**src/rtl/audio_pkg.sv**
```systemverilog
// Shared types and constants for the audio playback path.
package audio_pkg;

  localparam int unsigned SAMPLE_W     = 16;
  localparam int unsigned WORD_W       = 32;
  localparam logic [3:0]  FLASH_BE_ALL = 4'hF;

  typedef enum logic [1:0] {
    ST_IDLE      = 2'd0,
    ST_REQ       = 2'd1,
    ST_WAIT_DATA = 2'd2,
    ST_HALF2     = 2'd3
  } seq_state_t;

  // One 32-bit flash word carries two 16-bit samples; upper=1 selects bits [31:16].
  function automatic logic [SAMPLE_W-1:0] pick_half(input logic [WORD_W-1:0] word,
                                                    input logic              upper);
    return upper ? word[WORD_W-1:SAMPLE_W] : word[SAMPLE_W-1:0];
  endfunction

endpackage

```
**src/rtl/timeout_ctr.sv**
```systemverilog
// Saturating wait counter; done_o flags the enabled cycle on which the count reaches TERMINAL.
module timeout_ctr #(
  parameter int unsigned TERMINAL = 255
) (
  input  logic clk,
  input  logic rst,
  input  logic clear_i,
  input  logic en_i,
  output logic done_o
);

  localparam int unsigned W    = (TERMINAL < 2) ? 1 : $clog2(TERMINAL + 1);
  localparam logic [W-1:0] TC   = W'(TERMINAL);
  localparam logic [W-1:0] LAST = W'(TERMINAL - 1);

  logic [W-1:0] cnt_q;
  logic [W-1:0] cnt_d;

  always_comb begin
    cnt_d = cnt_q;
    if (clear_i) begin
      cnt_d = '0;
    end else if (en_i && (cnt_q != TC)) begin
      cnt_d = cnt_q + 1'b1;
    end
  end

  always_ff @(posedge clk or posedge rst) begin
    if (rst) begin
      cnt_q <= '0;
    end else begin
      cnt_q <= cnt_d;
    end
  end

  assign done_o = en_i && (cnt_q == LAST);

endmodule

```
**src/rtl/sample_sequencer.sv**
```systemverilog
// Fetches one 32-bit flash word per two audio ticks and plays it out as two 16-bit samples.
module sample_sequencer
  import audio_pkg::*;
#(
  parameter int unsigned TIMEOUT_CYCLES = 255
) (
  input  logic                clk,
  input  logic                rst,
  input  logic                tick,
  input  logic                playpause,
  input  logic                dir,
  output logic                flash_read,
  input  logic                flash_waitrequest,
  input  logic [WORD_W-1:0]   flash_readdata,
  input  logic                flash_readdatavalid,
  output logic [3:0]          flash_byteenable,
  output logic [SAMPLE_W-1:0] sample,
  output logic                sample_valid,
  output logic                addr_adv,
  output logic                busy,
  output logic                timeout_err,
  output logic                tick_miss
);

  seq_state_t          state_q, state_d;
  logic                dir_q, dir_d;
  logic [WORD_W-1:0]   word_q, word_d;
  logic [SAMPLE_W-1:0] sample_q, sample_d;
  logic                read_q, read_d;
  logic                valid_q, valid_d;
  logic                adv_q, adv_d;
  logic                busy_q, busy_d;
  logic                terr_q, terr_d;
  logic                tmiss_q, tmiss_d;
  logic                to_done;

  timeout_ctr #(
    .TERMINAL(TIMEOUT_CYCLES)
  ) u_timeout_ctr (
    .clk    (clk),
    .rst    (rst),
    .clear_i(state_q != ST_WAIT_DATA),
    .en_i   (state_q == ST_WAIT_DATA),
    .done_o (to_done)
  );

  always_comb begin
    state_d  = state_q;
    dir_d    = dir_q;
    word_d   = word_q;
    sample_d = sample_q;
    valid_d  = 1'b0;
    adv_d    = 1'b0;
    terr_d   = terr_q;
    tmiss_d  = tmiss_q;

    unique case (state_q)
      ST_IDLE: begin
        if (tick && playpause) begin
          state_d = ST_REQ;
          dir_d   = dir;
        end
      end
      ST_REQ: begin
        if (tick) tmiss_d = 1'b1;
        if (!flash_waitrequest) state_d = ST_WAIT_DATA;
      end
      ST_WAIT_DATA: begin
        if (tick) tmiss_d = 1'b1;
        // Data arriving on the terminal-count cycle takes priority over the timeout.
        if (flash_readdatavalid) begin
          word_d   = flash_readdata;
          sample_d = pick_half(flash_readdata, ~dir_q);
          valid_d  = 1'b1;
          state_d  = ST_HALF2;
        end else if (to_done) begin
          sample_d = '0;
          valid_d  = 1'b1;
          adv_d    = 1'b1;
          terr_d   = 1'b1;
          state_d  = ST_IDLE;
        end
      end
      ST_HALF2: begin
        if (tick && playpause) begin
          sample_d = pick_half(word_q, dir_q);
          valid_d  = 1'b1;
          adv_d    = 1'b1;
          state_d  = ST_IDLE;
        end
      end
      default: state_d = ST_IDLE;
    endcase

    read_d = (state_d == ST_REQ);
    busy_d = (state_d != ST_IDLE);
  end

  always_ff @(posedge clk or posedge rst) begin
    if (rst) begin
      state_q  <= ST_IDLE;
      dir_q    <= 1'b1;
      word_q   <= '0;
      sample_q <= '0;
      read_q   <= 1'b0;
      valid_q  <= 1'b0;
      adv_q    <= 1'b0;
      busy_q   <= 1'b0;
      terr_q   <= 1'b0;
      tmiss_q  <= 1'b0;
    end else begin
      state_q  <= state_d;
      dir_q    <= dir_d;
      word_q   <= word_d;
      sample_q <= sample_d;
      read_q   <= read_d;
      valid_q  <= valid_d;
      adv_q    <= adv_d;
      busy_q   <= busy_d;
      terr_q   <= terr_d;
      tmiss_q  <= tmiss_d;
    end
  end

  assign flash_read       = read_q;
  assign flash_byteenable = FLASH_BE_ALL;
  assign sample           = sample_q;
  assign sample_valid     = valid_q;
  assign addr_adv         = adv_q;
  assign busy             = busy_q;
  assign timeout_err      = terr_q;
  assign tick_miss        = tmiss_q;

endmodule

```
**config.mk**
```make
export PLATFORM = sky130hd
export DESIGN_NAME = sample_sequencer
export DESIGN_NICKNAME = d
export VERILOG_FILES = /design/src/rtl/audio_pkg.sv /design/src/rtl/timeout_ctr.sv /design/src/rtl/sample_sequencer.sv
export SDC_FILE = /design/constraint.sdc
export NUM_CORES = 1
export LEC_CHECK = 0
export BUFFER_PORTS_ARGS = -buffer_cell sky130_fd_sc_hd__buf_2
export CAP_MARGIN = 20
export CORE_MARGIN = 2
export CORE_UTILIZATION = 40
export CTS_CLUSTER_DIAMETER = 50
export DETAILED_ROUTE_END_ITERATION = 8
export GPL_TIMING_DRIVEN = 0
export PLACE_DENSITY = 0.63
export SYNTH_ARGS = -nofsm -noshare
export SYNTH_HDL_FRONTEND = slang
export SYNTH_SLANG_ARGS = --single-unit
```
**constraint.sdc**
```tcl
create_clock -name clk -period 1.9 [get_ports clk]
set_input_delay 0.095 -clock clk [delete_from_list [all_inputs] [get_ports clk]]
set_output_delay 0.095 -clock clk [all_outputs]
set_load 0.01 [all_outputs]
```
==> results of run 1 <==
[through the flow]
stage / power [mW] / TNS [ns] / utilization, % / hold slack [ns]
3_3_place_gp: 4.48 / -58.25 / 46.2 / 0.344
3_5_place_dp: 4.56 / -10.27 / 46.2 / 0.312
5_1_grt: 6.30 / -1.14 / 52.3 / 0.00288
2_1_floorplan: 3.94 / -0.241 / - / 0.191
4_1_cts: 5.87 / -0.139 / 51.6 / 0.000227
6_report: 5.91 / -0.226 / 52.3 / 0.00235
[worst max-delay path, delay by kind of cell (launching register included)]
kind	cells	cell delay [ns]
flip-flops	1	0.40
multiplexers	1	0.29
AND/OR/NAND/NOR	2	0.40
AO/OA/AOI/OAI	1	0.32
adder cells (fa/ha/maj)	1	0.15
buffers and inverters	2	0.28
[area by class of cell]
| type | count | area share (%) |
|---|---|---|
| Multi-Input combinational cell | 180 | 37.1 |
| Buffer | 15 | 2.60 |
| Sequential cell | 65 | 38.5 |
| Inverter | 6 | 0.592 |
| Timing Repair Buffer | 87 | 13.3 |
| Clock inverter | 6 | 1.60 |
| Clock buffer | 10 | 3.25 |
| Tap cell | 105 | 3.11 |
[cell usage after synthesis (all sizes together), types with 2 or more instances]
| master | count | area share, % |
|---|---|---|
| a211oi | 2 | 0.46 |
| a21oi | 2 | 0.31 |
| a31oi | 5 | 0.95 |
| and2 | 4 | 0.76 |
| and3 | 3 | 0.57 |
| buf | 11 | 2.6 |
| clkbuf | 7 | 0.80 |
| dfrtp | 64 | 49 |
| ha | 7 | 2.7 |
| inv | 6 | 0.69 |
| mux2 | 64 | 23 |
| mux2i | 15 | 4.6 |
| nand2 | 21 | 2.4 |
| nand2b | 4 | 0.76 |
| nand3 | 4 | 0.61 |
| nand4 | 3 | 0.76 |
| nor2b | 2 | 0.38 |
| o211ai | 2 | 0.46 |
| o21ai | 21 | 3.2 |
| or2 | 2 | 0.46 |
[state kept, by name, indices dropped and copies added, names as in the netlist]
register             count
dir_q                    1
sample                  16
busy                     1
flash_read               1
tick_miss                1
state_q                  2
u_timeout_ctr.cnt_q      8
sample_valid             1
addr_adv                 1
word_q                  32
timeout_err              1
[power groups by stage]
stage	sequential [mW]	clock, mW	combinational (mW)
finish	2.28	1.21	2.42
global route	2.35	1.29	2.66
CTS	2.28	1.23	2.37
detailed placement	2.29	0	2.28
global placement	2.26	0	2.22
floorplan	2.30	0	1.64
[cells by family (layout without fill, tap and decap cells)]
group	Yosys count	in the layout	share of synthesized area (%)
xor gates and xnor gates	2	2	0.534
adders and majority gates	7	7	2.67
and+or+nand+nor	47	47	7.59
muxes	79	79	27.7
AOI/OAI and AO/OA	41	41	7.74
buffers and inverters	24	124	4.04
DFF	65	65	49.6
other	1	4	0.114
[repair_timing]
action                     CTS  global route
hold endpoints to repair    79             0
buffers inserted             8             2
pin swaps                    3             2
setup endpoints to repair   47            48
gates cloned                 0             1
hold buffers                16             0
resized for setup            9            11
[routing by layer]
metal / track usage [%] / vias up / part of all wire (%)
met5: 0 / - / 0
met4: 7.49 / 0 / 1.8
met3: 3.19 / 11 / 3.6
met2: 27.9 / 53 / 49
met1: 22.5 / 1169 / 46
li1: - / 1141 / -
[path summary, 6_finish.rpt]
| path | from | endpoint | slack (ns) |
|---|---|---|---|
| setup / recovery | state_q[0] | sample[5] | -0.02 |
| hold / removal | flash_readdata[30] | word_q[30] | 0.002 |
| setup reg to reg | state_q[0] | sample[5] | -0.02 |
| hold reg to reg | tick_miss | tick_miss | 0.46 |
| max in group asynchronous | rst | state_q[1] | 0.89 |
| min in group asynchronous | rst | flash_read | 0.46 |
==> impl_metrics.json, run 1 <==
{
  "grt_overflow": 0,
  "yosysUniqueCellTypes": 45,
  "numPortBuffers": 60,
  "ys_ff_latch": 65,
  "drc": 0,
  "vias_per_cell": 5.01,
  "drt_iter0_drc": 66,
  "dieWidth_um": 94.6,
  "tightest_slew_ns": 0.806,
  "grt_pass1_vias": 2410,
  "num_rows": 33,
  "slowest_stage": "dfrtp_1",
  "stdcell_count": 474,
  "core_area_um2": 8090,
  "yosysWarnings": 0,
  "drv_slew": 0,
  "status": "finished with violations",
  "area_delta_synth_final_pct": 28.9,
  "final.setup.worst_slack_ns": -0.0243,
  "numClockSinks": 65,
  "fmax_mhz": 520,
  "synth_cells": 266,
  "layout-drive-gt1-share_pct": 48.2,
  "grt_max_degree": 66,
  "period_minus_slack_ns": 1.92,
  "clkSlewWorstSetupHoldPaths_ns": 0.09,
  "io_pins": 65,
  "die_y_um": 94.6,
  "required_ns": 2.15,
  "period_share_pct": 101,
  "switching_share_pct": 32.0,
  "die_area_um2": 8940,
  "fillers": 744,
  "antenna_cells": 0,
  "hold_viol_final": 0,
  "ys_seq_area_share_pct": 49.6,
  "violations": "setup timing",
  "setup_viol": 14,
  "intPower_mw": 4.02,
  "drt_first_pass_iters": 6,
  "crit_arrival_ns": 2.17,
  "cts-root-buf": "clkbuf_8",
  "clockPowerShare_pct": 20.4,
  "dpl.hpwl_um": 4930,
  "start_kind": "register",
  "hold_path_class": "in -> reg",
  "initial_utilization_pct": 40.5,
  "grtUsageTotal_pct": 17.2,
  "drt_wl_total_um": 7400,
  "slowest_delay_ns": 0.40,
  "cts_made_buffers": 9,
  "wl_per_cell_um": 15.6,
  "synth_flop_cell": "dfrtp_1",
  "place_inst": 434,
  "ys_async_sr_fraction_pct": 100,
  "rsz0062_at_grt": "yes",
  "cp_max_fo": 5,
  "peakVddDrop_v": 0.000460,
  "min_path_cells": 2,
  "cellPowerDensity_nw_per_um2": 1400,
  "switching_power_mw": 1.89,
  "grt_pass1_wl_um": 11600,
  "multi_input_area_um2": 1570,
  "cts_max_level": 3,
  "cts_tree": "done",
  "place_area_um2": 3740,
  "insertion_delay_ns": 0.35,
  "drv_cap": 0,
  "most-common-layout-cells": "buf_2 (63), dfrtp_1 (63), mux2_2 (53)",
  "routabilityCongestion": 0.742,
  "antenna_found_initial": 0,
  "design_area_um2": 4230,
  "combPwrFrac_pct": 41.0,
  "dpl_worst_slack_ns": -0.360,
  "path_cells": "inv_2 > ha_4 > nand4_1 > or2_4 > a32o_2 > clkbuf_16 > mux2_4",
  "worst_clock_skew_ns": 0.0172,
  "ff2ff_path_depth": 7,
  "netlist_area_um2": 3280,
  "max-clock-path-buffers": 2,
  "p_seq_share_pct": 38.6,
  "ant_nets": 0,
  "slew_headroom_pct": 46.3,
  "synth_edf_count": 0,
  "syn_avg_cell_area_um2": 12.3,
  "num-nets-final": 410,
  "regArea_um2": 1630,
  "criticalPathCategory": "reg -> reg",
  "vias": 2374,
  "p_leak_nw": 2.01,
  "crit_path_end_kind": "register"
}
Note: power is estimated with default switching activity, not from simulation.
==> run 2: changes to the inputs <==
--- a/config.mk
+++ b/config.mk
@@ -5,7 +5,7 @@
 export SDC_FILE = /design/constraint.sdc
 export NUM_CORES = 1
 export LEC_CHECK = 0
-export BUFFER_PORTS_ARGS = -buffer_cell sky130_fd_sc_hd__buf_2
+export BUFFER_PORTS_ARGS = -buffer_cell sky130_fd_sc_hd__clkbuf_2
 export CAP_MARGIN = 20
 export CORE_MARGIN = 2
 export CORE_UTILIZATION = 40
==> run 2 against run 1 <==
The flow still finishes with violations (setup timing). Critical path depth is the same. Maximum frequency grew 0.83%. Largest cell class unchanged. Sequential power is essentially flat.
==> impl_metrics.json, run 2 (synthesis results as in run 1) <==
{
  "status": "finished with violations",
  "violations": "setup timing",
  "drv_cap": 0,
  "regMostFlops": "word_q",
  "rsz0062_at_grt": "yes",
  "setup_viol": 4,
  "cts-root-buf": "clkbuf_8",
  "regArea_um2": 1630,
  "layout-drive-gt1-share_pct": 48.5,
  "tightest_slew_ns": 0.814,
  "most-common-layout-cells": "dfrtp_1 (63), clkbuf_2 (61), mux2_2 (53)",
  "antenna_found_initial": 0,
  "drt_first_pass_iters": 4,
  "grt_pass1_wl_um": 11500,
  "cts_tree": "done",
  "path_cells": "inv_2 > ha_4 > nand4_1 > or2_4 > a32o_2 > clkbuf_16 > mux2_4",
  "r2r_start": "state_q[0]",
  "dpl.hpwl_um": 4790,
  "num-nets-final": 410,
  "hold_viol_final": 0,
  "dieWidth_um": 94.6,
  "use_met3_pct": 3.19,
  "ant_nets": 0,
  "io_pins": 65,
  "vias_per_cell": 5.11,
  "drc": 0,
  "period_minus_slack_ns": 1.91,
  "grt_util_met2_pct": 27.4,
  "crit_start": "state_q[0]",
  "initial_utilization_pct": 40.5,
  "fillers": 749,
  "drt_wl_total_um": 7380,
  "slowest_stage": "dfrtp_1",
  "area_delta_synth_final_pct": 29.0,
  "grt_pass1_vias": 2333,
  "fmax_mhz": 524,
  "drt_iter0_drc": 73,
  "crit_arrival_ns": 2.13,
  "drv_slew": 0,
  "insertion_delay_ns": 0.34,
  "start_kind": "register",
  "top_usage_layer": "met2",
  "peakVddDrop_v": 0.000548,
  "numPortBuffers": 60,
  "grt_overflow": 0,
  "largest_reg_flops": 32,
  "met1_usage_pct": 22.4,
  "clkSlewWorstSetupHoldPaths_ns": 0.07,
  "cts_max_level": 3,
  "num_rows": 33,
  "r2r_slack_ns": -0.008,
  "worst_clock_skew_ns": 0.0119,
  "stdcell_count": 474,
  "numClockSinks": 65,
  "routabilityCongestion": 0.759,
  "criticalPathCategory": "reg -> reg",
  "cts_made_buffers": 9,
  "die_y_um": 94.6,
  "multi_input_area_um2": 1570,
  "final_common_cell": "dfrtp_1",
  "vias": 2423,
  "period_share_pct": 100,
  "hold_path_class": "in -> reg",
  "cellPowerDensity_nw_per_um2": 1400,
  "place_inst": 434,
  "grtUsageTotal_pct": 16.9,
  "slew_headroom_pct": 45.7,
  "core_area_um2": 8090,
  "slowest_delay_ns": 0.41,
  "tns_ns": -0.0158,
  "wl_per_cell_um": 15.6,
  "max-clock-path-buffers": 2,
  "die_area_um2": 8940,
  "grt_max_degree": 66,
  "p_leak_nw": 2.01,
  "required_ns": 2.13,
  "fin_hold_ws_ns": 0.0105,
  "cp_max_fo": 5,
  "worstHoldStart": "flash_readdata[24]",
  "antenna_cells": 0,
  "crit_path_end_kind": "register",
  "final.setup.worst_slack_ns": -0.00837
}
run 2: changes by cell type in the layout (fill, tap and decap cells not counted), sizes merged:
cell         delta
buf            -58
clkbuf         +59
dlygate4sd3     -1
run 2: report_power, final:
| group | total (mW) | internal [mW] | switching [mW] | leakage [nW] |
|---|---|---|---|---|
| clock | 1.21 | 0.643 | 0.566 | 0.0985 |
| sequential | 2.29 | 1.97 | 0.322 | 0.808 |
| combinational | 2.43 | 1.42 | 1.01 | 1.10 |
run 2: timing repair:
item / CTS / global route
setup buffers: 10 / 1
cloned: 0 / 1
resized for setup: 14 / 8
hold buffers: 15 / 0
pin swaps: 3 / 3
endpoints found under the setup margin: 47 / 43
endpoints found under the hold margin: 78 / 0
run 2: worst paths after layout:
check / to / cells past startpoint
max reg2reg: sample[15] / 7
max in group asynchronous: state_q[1] / 3
max: sample[15] / 7
min: word_q[24] / 2
min in group asynchronous: busy / 3
min reg2reg: tick_miss / 1
run 2: per-layer routing:
| metal | wire [um] | vias to the layer above |
|---|---|---|
| met2 | 3530 | 57 |
| met3 | 336 | 12 |
| li1 | - | 1149 |
| met5 | 0 | - |
| met4 | 106 | 0 |
| met1 | 3400 | 1205 |
run 2: final cells by class:
cell class | count | share of cell area, %
flip-flops and latches | 65 | 38.5
multi-input cells | 180 | 37.1
repair buffers | 87 | 13.2
clock buffers | 10 | 3.25
well taps | 105 | 3.10
plain buffers | 15 | 2.72
clock inverters | 6 | 1.60
inverters | 6 | 0.591
run 2: worst max-delay path: cells and delay by family (launching register included):
kind                       cells  cell delay, ns
buffers and inverters          2            0.28
adders and majority gates      1            0.14
and+or+nand+nor                2            0.37
AOI/OAI and AO/OA              1            0.32
muxes                          1            0.29
DFF                            1            0.41
run 2: metrics by stage:
| stage | worst slack, ns | total power, mW | util (%) | area (um^2) |
|---|---|---|---|---|
| 5_1_grt | -0.0885 | 6.30 | 52.3 | 4230 |
| 3_3_place_gp | -0.712 | 4.49 | 46.2 | 3740 |
| 4_1_cts | -0.0152 | 5.91 | 51.8 | 4190 |
| 6_report | -0.00837 | 5.93 | 52.3 | 4230 |
| 2_1_floorplan | -0.0241 | 3.94 | - | 3310 |
| 3_5_place_dp | -0.374 | 4.54 | 46.2 | 3740 |
==> run 3: changes to the inputs <==
==> constraint.sdc (replaced) <==
create_clock -name clk -period 1.9 [get_ports clk]
set_input_delay 0.57 -clock clk [delete_from_list [all_inputs] [get_ports clk]]
set_output_delay 0.57 -clock clk [all_outputs]
set_load 0.01 [all_outputs]
==> run 3 against run 2 <==
The run still ends with setup timing left. Wire length is 2.0% lower. First-iteration DRC count is 18% higher. Cell area shrank 2.5%. Clock power is 22% higher. Critical path type unchanged. Maximum frequency is 2.1% lower. Total power grew 3.6%.
==> impl_metrics.json, run 3 (synthesis results as in run 1) <==
{
  "status": "finished with violations",
  "violations": "setup timing",
  "largest_reg_flops": 32,
  "setup_viol": 16,
  "io_pins": 65,
  "max-clock-path-buffers": 2,
  "crit_arrival_ns": 2.19,
  "wl_per_cell_um": 15.8,
  "criticalPathCategory": "reg -> reg",
  "cts_made_buffers": 9,
  "num-nets-final": 394,
  "grt_max_degree": 37,
  "numClockSinks": 65,
  "cts-root-buf": "clkbuf_8",
  "die_y_um": 94.6,
  "die_area_um2": 8940,
  "fmax_mhz": 513,
  "place_inst": 435,
  "initial_utilization_pct": 40.5,
  "start_kind": "register",
  "drt_iter0_drc": 86,
  "num_rows": 33,
  "grtUsageTotal_pct": 17.3,
  "drt_wl_total_um": 7230,
  "tightest_slew_ns": 0.828,
  "dieWidth_um": 94.6,
  "power_mw": 6.14,
  "r2r_slack_ns": -0.05,
  "vias": 2327,
  "antenna_found_initial": 0,
  "final.setup.worst_slack_ns": -0.0500,
  "cellPowerDensity_nw_per_um2": 1490,
  "cts_max_level": 3,
  "drv_slew": 0,
  "layout-drive-gt1-share_pct": 50.4,
  "grt_pass1_wl_um": 11500,
  "antenna_cells": 0,
  "required_ns": 2.14,
  "vias_per_cell": 5.08,
  "slew_headroom_pct": 44.7,
  "crit_path_end_kind": "register",
  "tns_ns": -0.422,
  "peakVddDrop_v": 0.000672,
  "core_area_um2": 8090,
  "fin_hold_ws_ns": 0.352,
  "p_leak_nw": 1.97,
  "period_minus_slack_ns": 1.95,
  "area_delta_synth_final_pct": 25.7,
  "drv_cap": 0,
  "fillers": 754,
  "hold_path_class": "in -> async",
  "dpl_worst_slack_ns": -0.453,
  "numPortBuffers": 60,
  "cts_tree": "done",
  "clkSlewWorstSetupHoldPaths_ns": 0.07,
  "worst_clock_skew_ns": 0.0129,
  "grt_overflow": 0,
  "routabilityCongestion": 0.772,
  "finish.utilization_pct": 51.0,
  "drc": 0,
  "design_area_um2": 4130,
  "stdcell_count": 458,
  "insertion_delay_ns": 0.36,
  "period_share_pct": 103,
  "place_area_um2": 3760,
  "rsz0062_at_grt": "yes",
  "most-common-layout-cells": "dfrtp_1 (63), clkbuf_2 (60), mux2_2 (53)",
  "drt_first_pass_iters": 4,
  "hold_viol_final": 0,
  "regMostFlops": "word_q",
  "grt_pass1_vias": 2335,
  "final_common_cell": "dfrtp_1",
  "cp_max_fo": 5,
  "dpl.hpwl_um": 4990,
  "ant_nets": 0
}
==> run 3: cell types whose count changed in the layout (fill, tap and decap cells not counted) <==
cell           change
a21oi_2            +1
ha_1               +1
buf_12             +1
a21oi_1            -1
clkinv_2           -1
buf_4              -3
clkbuf_2           -1
dlygate4sd3_1     -15
inv_4              -1
buf_2              +2
ha_4               -1
bufinv_16          +2
==> run 3: timing repair <==
action	CTS	global route
gates cloned	0	1
hold buffers	0	0
resized for setup	13	7
setup buffers	8	1
endpoints found under the setup margin	47	43
pin swaps	2	2
==> run 3: final timing paths <==
path                                     from          to  depth (start not counted)
hold / removal                            rst  flash_read                          2
max in group asynchronous                 rst  word_q[28]                          3
hold reg to reg                     tick_miss   tick_miss                          1
min in group clk           flash_readdata[22]  word_q[22]                          2
setup reg to reg                   state_q[0]   sample[7]                          7
setup / recovery                   state_q[0]   sample[7]                          7
==> run 3: cell type report <==
class	instances	area, um^2	area share, %
multi-input combinational	180	1560	37.8
timing repair buffer	71	413	10.0
inverter	6	26.3	0.637
tap	105	131	3.18
sequential	65	1630	39.5
clock inverter	6	115	2.79
clock buffer	10	138	3.34
buffer	15	113	2.73
==> run 3: power by group <==
part           switching (mW)  internal, mW  leakage (nW)
combinational           0.997          1.38          1.03
sequential              0.318          1.97         0.808
clock                   0.573         0.911         0.123
total                    1.89          4.26          1.97
==> run 3: layer usage <==
layer | share of wire [%] | up-vias | global-route usage (%)
met5 | 0 | - | 0
met3 | 4.5 | 12 | 4.23
met1 | 45 | 1142 | 22.8
met4 | 1.9 | 0 | 6.76
li1 | - | 1118 | -
met2 | 48 | 55 | 27.4
==> run 3: worst max-delay path, cell delays in order (launching register included) <==
cell and delay (ns):
dfrtp_1 0.41, inv_2 0.09, ha_4 0.14, nand4_1 0.13, or2_4 0.29, a32o_2 0.31, clkbuf_16 0.19, mux2_4 0.29
